[src/rtl/sfifo_watermark_if.sv]
`default_nettype none
// ============================================================================
// Module      : sfifo_watermark_if
// Description : Write/read/status bundle for the synchronous watermark FIFO.
// Revision    : 1.0 - initial release
// ============================================================================
interface sfifo_watermark_if #(
  parameter int BW     = 8,
  parameter int LGFLEN = 4
);
  logic              i_wr;
  logic [BW-1:0]     i_data;
  logic              o_full;
  logic [LGFLEN:0]   o_fill;
  logic              i_rd;
  logic [BW-1:0]     o_data;
  logic              o_empty;

  modport master (
    output i_wr, i_data, i_rd,
    input  o_full, o_fill, o_data, o_empty
  );

  modport slave (
    input  i_wr, i_data, i_rd,
    output o_full, o_fill, o_data, o_empty
  );
endinterface
`default_nettype wire

[src/rtl/sfifo_watermark.sv]
`default_nettype none
// ============================================================================
// Module      : sfifo_watermark
// Description : Synchronous FIFO with hysteretic watermark, sticky
//               overflow/underflow flags and a maskable sticky interrupt.
// Revision    : 1.0 - initial release
// ============================================================================
module sfifo_watermark #(
  parameter int BW             = 8,
  parameter int LGFLEN         = 4,
  parameter int OPT_ASYNC_READ = 1
) (
  input  wire                i_clk,
  input  wire                i_reset_n,
  sfifo_watermark_if.slave   bus,
  input  wire [LGFLEN:0]     i_hi_thresh,
  input  wire [LGFLEN:0]     i_lo_thresh,
  input  wire [2:0]          i_int_en,
  input  wire                i_int_clr,
  output logic               o_above,
  output logic               o_overflow,
  output logic               o_underflow,
  output logic               o_int
);

  localparam int              c_FLEN = 1 << LGFLEN;
  localparam logic [LGFLEN:0] c_FULL = c_FLEN[LGFLEN:0];
  localparam logic [LGFLEN:0] c_ONE  = 1;

  logic [LGFLEN:0] r_wptr;
  logic [LGFLEN:0] r_rptr;
  logic [LGFLEN:0] r_fill;
  logic            r_full;
  logic            r_empty;
  logic            r_above;
  logic            r_overflow;
  logic            r_underflow;
  logic            r_int;
  logic [BW-1:0]   r_mem [c_FLEN];

  logic            w_wr;
  logic            w_rd;
  logic            w_ovf_ev;
  logic            w_unf_ev;
  logic [LGFLEN:0] w_next_fill;
  logic            w_above_next;
  logic            w_int_ev;

  always_comb begin
    w_wr     = bus.i_wr && !r_full;
    w_rd     = bus.i_rd && !r_empty;
    w_ovf_ev = bus.i_wr && r_full;
    w_unf_ev = bus.i_rd && r_empty;

    w_next_fill = r_fill;
    if (w_wr && !w_rd) begin
      w_next_fill = r_fill + c_ONE;
    end else if (!w_wr && w_rd) begin
      w_next_fill = r_fill - c_ONE;
    end

    // Set wins over clear so overlapping thresholds resolve to "above".
    w_above_next = r_above;
    if (w_next_fill >= i_hi_thresh) begin
      w_above_next = 1'b1;
    end else if (w_next_fill <= i_lo_thresh) begin
      w_above_next = 1'b0;
    end

    w_int_ev = (i_int_en[0] && w_above_next && !r_above)
            || (i_int_en[1] && w_ovf_ev)
            || (i_int_en[2] && w_unf_ev);
  end

  always_ff @(posedge i_clk or negedge i_reset_n) begin
    if (!i_reset_n) begin
      r_wptr      <= '0;
      r_rptr      <= '0;
      r_fill      <= '0;
      r_full      <= 1'b0;
      r_empty     <= 1'b1;
      r_above     <= 1'b0;
      r_overflow  <= 1'b0;
      r_underflow <= 1'b0;
      r_int       <= 1'b0;
    end else begin
      if (w_wr) begin
        r_wptr <= r_wptr + c_ONE;
      end
      if (w_rd) begin
        r_rptr <= r_rptr + c_ONE;
      end
      r_fill  <= w_next_fill;
      r_full  <= (w_next_fill == c_FULL);
      r_empty <= (w_next_fill == '0);
      r_above <= w_above_next;

      if (w_ovf_ev) begin
        r_overflow <= 1'b1;
      end else if (i_int_clr) begin
        r_overflow <= 1'b0;
      end

      if (w_unf_ev) begin
        r_underflow <= 1'b1;
      end else if (i_int_clr) begin
        r_underflow <= 1'b0;
      end

      if (w_int_ev) begin
        r_int <= 1'b1;
      end else if (i_int_clr) begin
        r_int <= 1'b0;
      end
    end
  end

  always_ff @(posedge i_clk) begin
    if (w_wr && i_reset_n) begin
      r_mem[r_wptr[LGFLEN-1:0]] <= bus.i_data;
    end
  end

  generate
    if (OPT_ASYNC_READ != 0) begin : g_async_read
      assign bus.o_data = r_mem[r_rptr[LGFLEN-1:0]];
    end else begin : g_sync_read
      logic [LGFLEN:0] w_rptr_next;
      logic [BW-1:0]   r_data;

      assign w_rptr_next = w_rd ? (r_rptr + c_ONE) : r_rptr;

      // When the next head is the slot being written this cycle, the memory
      // still holds stale data there, so forward the write data instead.
      always_ff @(posedge i_clk or negedge i_reset_n) begin
        if (!i_reset_n) begin
          r_data <= '0;
        end else if (w_wr && (w_rptr_next == r_wptr)) begin
          r_data <= bus.i_data;
        end else begin
          r_data <= r_mem[w_rptr_next[LGFLEN-1:0]];
        end
      end

      assign bus.o_data = r_data;
    end
  endgenerate

  assign bus.o_fill  = r_fill;
  assign bus.o_full  = r_full;
  assign bus.o_empty = r_empty;
  assign o_above     = r_above;
  assign o_overflow  = r_overflow;
  assign o_underflow = r_underflow;
  assign o_int       = r_int;

endmodule
`default_nettype wire

[src/flat_wrapper.sv]
// flat-port wrapper written by rule: the top's interface ports become plain ports
module sfifo_watermark_flat 
#(
  parameter int BW             = 8,
  parameter int LGFLEN         = 4,
  parameter int OPT_ASYNC_READ = 1
)
  (i_clk, i_reset_n, i_hi_thresh, i_lo_thresh, i_int_en, i_int_clr, o_above, o_overflow, o_underflow, o_int, bus_i_wr, bus_i_data, bus_i_rd, bus_o_full, bus_o_fill, bus_o_data, bus_o_empty);
  sfifo_watermark_if #(.BW(BW), .LGFLEN(LGFLEN)) bus_i ();
  input  wire i_clk;
  input  wire i_reset_n;
  input  wire [LGFLEN:0] i_hi_thresh;
  input  wire [LGFLEN:0] i_lo_thresh;
  input  wire [2:0] i_int_en;
  input  wire i_int_clr;
  output logic o_above;
  output logic o_overflow;
  output logic o_underflow;
  output logic o_int;
  input wire logic [$bits(bus_i.i_wr)-1:0] bus_i_wr;
  input wire logic [$bits(bus_i.i_data)-1:0] bus_i_data;
  input wire logic [$bits(bus_i.i_rd)-1:0] bus_i_rd;
  output wire logic [$bits(bus_i.o_full)-1:0] bus_o_full;
  output wire logic [$bits(bus_i.o_fill)-1:0] bus_o_fill;
  output wire logic [$bits(bus_i.o_data)-1:0] bus_o_data;
  output wire logic [$bits(bus_i.o_empty)-1:0] bus_o_empty;
  assign bus_i.i_wr = bus_i_wr;
  assign bus_i.i_data = bus_i_data;
  assign bus_i.i_rd = bus_i_rd;
  assign bus_o_full = bus_i.o_full;
  assign bus_o_fill = bus_i.o_fill;
  assign bus_o_data = bus_i.o_data;
  assign bus_o_empty = bus_i.o_empty;
  sfifo_watermark #(.BW(BW), .LGFLEN(LGFLEN), .OPT_ASYNC_READ(OPT_ASYNC_READ)) u_core (.i_clk(i_clk), .i_reset_n(i_reset_n), .bus(bus_i), .i_hi_thresh(i_hi_thresh), .i_lo_thresh(i_lo_thresh), .i_int_en(i_int_en), .i_int_clr(i_int_clr), .o_above(o_above), .o_overflow(o_overflow), .o_underflow(o_underflow), .o_int(o_int));
endmodule
[config.mk]
export PLATFORM = sky130hd
export DESIGN_NAME = sfifo_watermark_flat
export DESIGN_NICKNAME = d
export VERILOG_FILES = /design/src/rtl/sfifo_watermark_if.sv /design/src/rtl/sfifo_watermark.sv /design/src/flat_wrapper.sv
export SDC_FILE = /design/constraint.sdc
export NUM_CORES = 1
export LEC_CHECK = 0
export CAP_MARGIN = 20
export CORE_MARGIN = 2
export CORE_UTILIZATION = 45
export CTS_CLUSTER_SIZE = 14
export DETAILED_ROUTE_END_ITERATION = 16
export GPL_TIMING_DRIVEN = 0
export PLACE_DENSITY = 0.6
export SYNTH_ARGS = -nofsm -noshare
export SYNTH_HDL_FRONTEND = slang
export SYNTH_SLANG_ARGS = --single-unit
[constraint.sdc]
create_clock -name i_clk -period 5.5 [get_ports i_clk]
set_input_delay 1.375 -clock i_clk [delete_from_list [all_inputs] [get_ports i_clk]]
set_output_delay 1.375 -clock i_clk [all_outputs]
set_load 0.005 [all_outputs]
==> key figures, run 1 <==
Run status
  • Status: completed

Placement
  • Placer Congestion: 0.787
  • Buffers on Ports: 44
  • HPWL Detailed: 8.18 mm

Die
  • Die area: 0.0148 mm²
  • Die W: 122 µm
  • Die Y: 122 µm
  • Cell Rows: 43
  • Core area: 0.0137 mm²
  • Initial core utilization: 45.5%
  • IO Pins: 45

Route
  • Antenna Nets Post-Route: 0
  • Vias per cell: 5.35
  • Via count: 3240
  • DRT iter0 DRCs: 217
  • Drt total wl: 12.2 mm
  • Drt pass-1 iters: 4
  • WL per Instance: 20.1 µm
  • DRC violations left: 0

CTS
  • Post-CTS Hold Buffers: 0
  • CTS tree: yes
  • Post-CTS sizing: 0
  • Number of CTS-inserted buffers: 17
  • Worst-path clk slew: 0.06 ns
  • Worst skew pair latency: 0.42 ns
  • CTS max path bufs: 2
  • Root Driver: clkbuf_16
  • H-tree levels: 4
  • Clk sink count: 147
  • Post-CTS Setup Repair Bufs: 0

Worst setup path
  • Critical Path Sink Type: output port
  • R2R Setup Slk: 2.75 ns
  • Critical path's slowest cell: mux4_2
  • CP cell instances: buf_6 > buf_12 > buf_6 > mux4_2 > mux2i_1 > a21oi_1 > clkdlybuf4s50_1
  • Crit. Startpoint: u_core.r_rptr[0]
  • Worst-path fanout max: 10
  • Worst path max stage delay: 0.52 ns
  • Crit path buf inv count: 4
  • Most frequent CP cell: buf_6
  • CP top delay family: buffers and inverters
  • WS Path Type: register to output port
  • Worst Path Arrival: 2.73 ns
  • CP required: 4.12 ns
  • Reg-to-reg critical path startpoint: u_core.bus.o_empty
  • Crit start category: register

Power
  • Power per standard cell area: 512 mW/mm²
  • LEAKAGE: 2.60 nW
  • Worst vdd ir: 0.312 mV

Yosys
  • Largest area contributor in the netlist: edfxtp_1
  • Number of distinct library cells after synthesis: 46
  • Mapped cell area: 0.00624 mm²
  • Synth Area per Inst: 17.9 µm²
  • Register area share after synthesis: 69.2%
  • Async set-reset flop share out of synthesis: 12.9%
  • Ys flop type: edfxtp_1
  • Post-synthesis cell count: 349
  • Post-synth EDFFs: 128
  • Count leader, synth: edfxtp_1
  • Synthesis warning total: 0
  • Synth top area share: 61.6%
  • Commonest cells post-synth: edfxtp_1, mux4_2, nor2_1
  • Seq cells post-synth: 147
  • Largest cells by area after synthesis: edfxtp_1, mux4_2, dfrtp_1
  • Synthesized Nets: 392

Finish
  • Area of the multi-input gates: 0.00175 mm²
  • Fill cell count: 1085
  • Area grow syn2layout: 20.3%
  • Antenna cells: 0
  • Seq. cell area: 0.00432 mm²
  • Nets: 456
  • Post-Route Utilization: 54.7%
  • Layout cells sized above 1: 18.3%

Global routing
  • Number of global-route vias before repair: 3357
  • Initial antenna violation count: 0
  • Total GRT Usage: 17.8%
  • GRT overflow: 0
  • First-pass GRT wire length: 18.8 mm
  • Largest net degree at the start of global routing: 24

STA
  • Tcrit/Tclk final: 74.7%
  • Max frequency: 243 MHz
  • Final setup TNS: 0 ns
  • Min Tclk post-route: 4.11 ns
  • Max_slew headroom: 29.2%
  • Post-Route Skew: 0.00591 ns
  • Final setup fails: 0
  • Final Max Tran Viols: 0
  • RSZ-0062 raised after global routing: false
  • Worst hold slack: 0.531 ns
  • Worst Max-Slew Pin Slew: 1.06 ns
  • Final hold viol count: 0

Hold path
  • Hold Path Class: register to register
  • Hold path startpoint: u_core.o_overflow

Flow run
  • Max cap viols: 0
through the flow:
step	setup slack [ns]	area, µm²	power, mW	std cells
finish	1.39	7510	3.85	606
global route	1.30	7510	4.05	606
CTS	1.35	7480	3.89	605
detailed placement	1.17	6910	2.76	573
global placement	1.26	6910	2.75	573
floorplan	2.21	6240	2.28	349
worst register-to-register path, cell delays in order (launching register included):
cell and delay (ns):
dfstp_2 0.56, nor2b_1 0.05, buf_2 0.16, nor2_1 0.24
a22oi_2 0.09, xnor2_1 0.53, ha_1 0.37, o21a_1 0.11
o211ai_1 0.16, a21oi_1 0.09, a211o_1 0.27
per-layer routing:
metal	track usage, %	wire length (µm)	share of wire [%]
met4	7.11	206	1.7
met3	4.26	560	4.6
met5	0	0	0
met2	28.2	5930	49
met1	24.0	5510	45
kinds of logic (layout without fill, tap and decap cells):
kind of cell	Yosys count	count (layout)	synth area share (%)
flip-flops	147	147	69.2
AND/OR/NAND/NOR	67	67	5.61
multiplexers	40	40	13.2
AO/OA/AOI/OAI	38	38	4.21
buffers and inverters	30	107	2.81
adder cells (fa/ha/maj)	17	17	3.41
XOR/XNOR	10	10	1.52
final cells by class:
class                   count  area share (%)
repair buffers             45            6.23
plain buffers              14            1.53
clock inverters            13            1.88
multi-input cells         172            23.3
well taps                 180            3.00
inverters                  16           0.800
clock buffers              19            5.76
flip-flops and latches    147            57.5
power by group:
group / leakage (nW) / total (mW) / switching, mW / internal, mW
clock network: 0.279 / 1.13 / 0.424 / 0.703
logic: 0.938 / 1.30 / 0.634 / 0.665
registers: 1.38 / 1.42 / 0.0859 / 1.34
cell usage in the layout (no fill, tap or decap), types with 2 or more instances in the layout:
| cell | netlist | final |
|---|---|---|
| a211oi_1 | 5 | 5 |
| a211oi_2 | 3 | 3 |
| a21oi_1 | 12 | 12 |
| buf_2 | 3 | 3 |
| buf_4 | 5 | 5 |
| buf_6 | 3 | 3 |
| bufinv_16 | 0 | 3 |
| clkbuf_1 | 1 | 3 |
| clkbuf_16 | 0 | 17 |
| clkdlybuf4s50_1 | 0 | 44 |
| clkinv_1 | 0 | 3 |
| clkinv_2 | 0 | 5 |
| clkinvlp_4 | 0 | 2 |
| dfrtp_1 | 18 | 18 |
| edfxtp_1 | 128 | 128 |
| ha_1 | 17 | 17 |
| inv_1 | 16 | 16 |
| mux2i_1 | 8 | 8 |
| mux4_1 | 7 | 7 |
| mux4_2 | 25 | 25 |
| nand2_1 | 14 | 14 |
| nand2b_1 | 2 | 2 |
| nand3_1 | 7 | 7 |
| nand3b_1 | 2 | 2 |
| nand4_1 | 2 | 2 |
| nor2_1 | 20 | 20 |
| nor2b_1 | 11 | 11 |
| o211ai_1 | 2 | 2 |
| o21ai_0 | 8 | 8 |
| xnor2_1 | 8 | 8 |
flip-flops by register name, summed over array words and instances, names as in the netlist:
register,count
u_core.bus.o_full,1
u_core.r_mem,128
u_core.r_wptr,4
u_core.bus.o_empty,1
u_core.o_int,1
u_core.o_underflow,1
u_core.o_above,1
u_core.bus.o_fill,5
u_core.o_overflow,1
u_core.r_rptr,4
path summary, 6_finish.rpt:
check                                      to  cells past startpoint
setup / recovery                bus_o_data[7]                      7
hold / removal              u_core.o_overflow                      2
setup reg to reg               u_core.o_above                     10
hold reg to reg             u_core.o_overflow                      2
max in group asynchronous  u_core.bus.o_empty                      2
min in group asynchronous    u_core.r_wptr[2]                      1
Note: power is estimated with default switching activity, not from simulation.
==> run 2: changes to the inputs <==
==> constraint.sdc (replaced) <==
create_clock -name i_clk -period 4 [get_ports i_clk]
set_input_delay 1 -clock i_clk [delete_from_list [all_inputs] [get_ports i_clk]]
set_output_delay 1 -clock i_clk [all_outputs]
set_load 0.005 [all_outputs]
==> results of run 2 <==
Same layout as run 1 (identical final DEF). Status: completed.
Main changes from that run: setup slack after placement 1.17 ns -> 0.0455 ns; setup slack after layout 1.39 ns -> 0.268 ns; register-to-register setup slack 2.75 ns -> 1.25 ns; total power 3.85 mW -> 5.29 mW; worst IR drop on VDD 0.312 mV -> 0.429 mV
==> run 3: changes to the inputs <==
--- a/config.mk
+++ b/config.mk
@@ -6,7 +6,6 @@
 export NUM_CORES = 1
 export LEC_CHECK = 0
 export CAP_MARGIN = 20
-export CORE_MARGIN = 2
 export CORE_UTILIZATION = 45
 export CTS_CLUSTER_SIZE = 14
 export DETAILED_ROUTE_END_ITERATION = 16
==> constraint.sdc (replaced) <==
create_clock -name i_clk -period 4.4 [get_ports i_clk]
set_input_delay 1.1 -clock i_clk [delete_from_list [all_inputs] [get_ports i_clk]]
set_output_delay 1.1 -clock i_clk [all_outputs]
set_load 0.005 [all_outputs]
==> run 3 against run 2 <==
Worst hold slack got worse by 0.0090 ns. Utilization is 1.3 points higher. Global-route usage grew 1.2 points. Sequential cell count did not move. Clock-buffer cell count rose by 2. Combinational power decreased by 9%. Wire length decreased by 0.52%. First-iteration DRC count up 43%. Sequential share of layout area about the same. Sequential power is 9% lower.
==> key figures, run 3 (synthesis results as in run 1) <==
STA
  • Worst Max-Slew Pin Slew: 0.929 ns
  • Max frequency: 260 MHz
  • Final setup fails: 0
  • Final setup TNS: 0 ns
  • Post-Route Skew: 0.00561 ns
  • Final setup margin: 0.550 ns
  • RSZ-0062 raised after global routing: false
  • Final Max Tran Viols: 0
  • Min Tclk post-route: 3.85 ns
  • Final hold viol count: 0
  • Max_slew headroom: 37.8%
  • Tcrit/Tclk final: 87.5%
  • Worst hold slack: 0.522 ns

Worst setup path
  • Worst Path Arrival: 2.75 ns
  • WS Path Type: register to output port
  • CP required: 3.30 ns
  • Worst-path fanout max: 10
  • Critical Path Sink Type: output port
  • Crit start category: register

CTS
  • CTS max path bufs: 2
  • Post-CTS sizing: 0
  • Post-CTS Hold Buffers: 0
  • CTS tree: yes
  • Post-CTS Setup Repair Bufs: 0
  • H-tree levels: 4
  • Worst skew pair latency: 0.42 ns
  • Number of CTS-inserted buffers: 17
  • Worst-path clk slew: 0.05 ns
  • Root Driver: clkbuf_16
  • Clk sink count: 147

Power
  • Power per standard cell area: 644 mW/mm²
  • Final Power: 4.83 mW
  • Worst vdd ir: 0.286 mV
  • LEAKAGE: 2.61 nW

Die
  • Die W: 120 µm
  • Core area: 0.0134 mm²
  • Initial core utilization: 46.6%
  • Die Y: 120 µm
  • Cell Rows: 42
  • Die area: 0.0143 mm²
  • IO Pins: 45

Global routing
  • GRT overflow: 0
  • First-pass GRT wire length: 19.4 mm
  • Initial antenna violation count: 0
  • Largest net degree at the start of global routing: 24
  • Total GRT Usage: 19.0%
  • Number of global-route vias before repair: 3521

Flow run
  • Max cap viols: 0

Run status
  • Status: completed

Placement
  • HPWL Detailed: 8.35 mm
  • Buffers on Ports: 44
  • Placer Congestion: 0.774
  • Pre-CTS setup slack: 0.401 ns

Finish
  • Antenna cells: 0
  • Fill cell count: 1078
  • Layout cells sized above 1: 17.8%
  • Nets: 456
  • Area grow syn2layout: 20.2%
  • Commonest non-fill, non-tap cell in the layout: edfxtp_1
  • Most frequent cells in the layout: edfxtp_1, clkdlybuf4s50_1, mux4_2
  • Number of flip-flops in the largest register: 128
  • Post-Route Utilization: 56.0%

Route
  • WL per Instance: 20.3 µm
  • Via count: 3226
  • Drt total wl: 12.1 mm
  • DRT iter0 DRCs: 311
  • Vias per cell: 5.39
  • DRC violations left: 0
  • Drt pass-1 iters: 4
  • Antenna Nets Post-Route: 0

Hold path
  • Hold Path Class: register to register
[run 3: area by class of cell]
cell class,count,area [µm²],area share [%]
clock inverter,7,135,1.80
timing repair buffer,45,468,6.23
sequential,147,4320,57.5
clock buffer,21,440,5.87
multi-input combinational,172,1750,23.3
inverter,16,60.1,0.800
buffer,14,115,1.53
tap,176,220,2.93
[run 3: path summary, 6_finish.rpt]
kind / slack, ns / from / cells past startpoint / endpoint
worst max-delay path: 0.55 / u_core.r_rptr[0] / 7 / bus_o_data[7]
worst min-delay path: 0.52 / u_core.o_overflow / 2 / u_core.o_overflow
worst max register to register: 1.74 / u_core.bus.o_empty / 10 / u_core.o_above
worst min register to register: 0.52 / u_core.o_overflow / 2 / u_core.o_overflow
max in group asynchronous: 2.95 / i_reset_n / 2 / u_core.bus.o_empty
min in group asynchronous: 0.96 / i_reset_n / 1 / u_core.r_wptr[3]
[run 3: critical path: stages, from the launching register on]
cell and delay (ns):
dfrtp_1 0.37, buf_6 0.17, buf_12 0.16, buf_6 0.21, mux4_2 0.51, mux2i_1 0.26, a21oi_1 0.16, clkdlybuf4s50_1 0.49
[run 3: power by group]
part	switching, mW	leakage [nW]	total [mW]	internal (mW)
clock	0.500	0.282	1.43	0.932
combinational	0.793	0.938	1.62	0.830
sequential	0.106	1.38	1.78	1.67
[run 3: per-layer routing]
layer / share of wire, % / track usage [%]
met1: 44 / 25.4
met2: 50 / 30.1
met3: 4.5 / 4.94
met4: 1.1 / 6.56
met5: 0 / 0
[run 3: through the flow]
step	std cells	cell area (µm²)
after CTS	597	7480
final	598	7510
after floorplan	349	6240
after global routing	598	7510
after detailed placement	569	6900
after global placement	569	6900
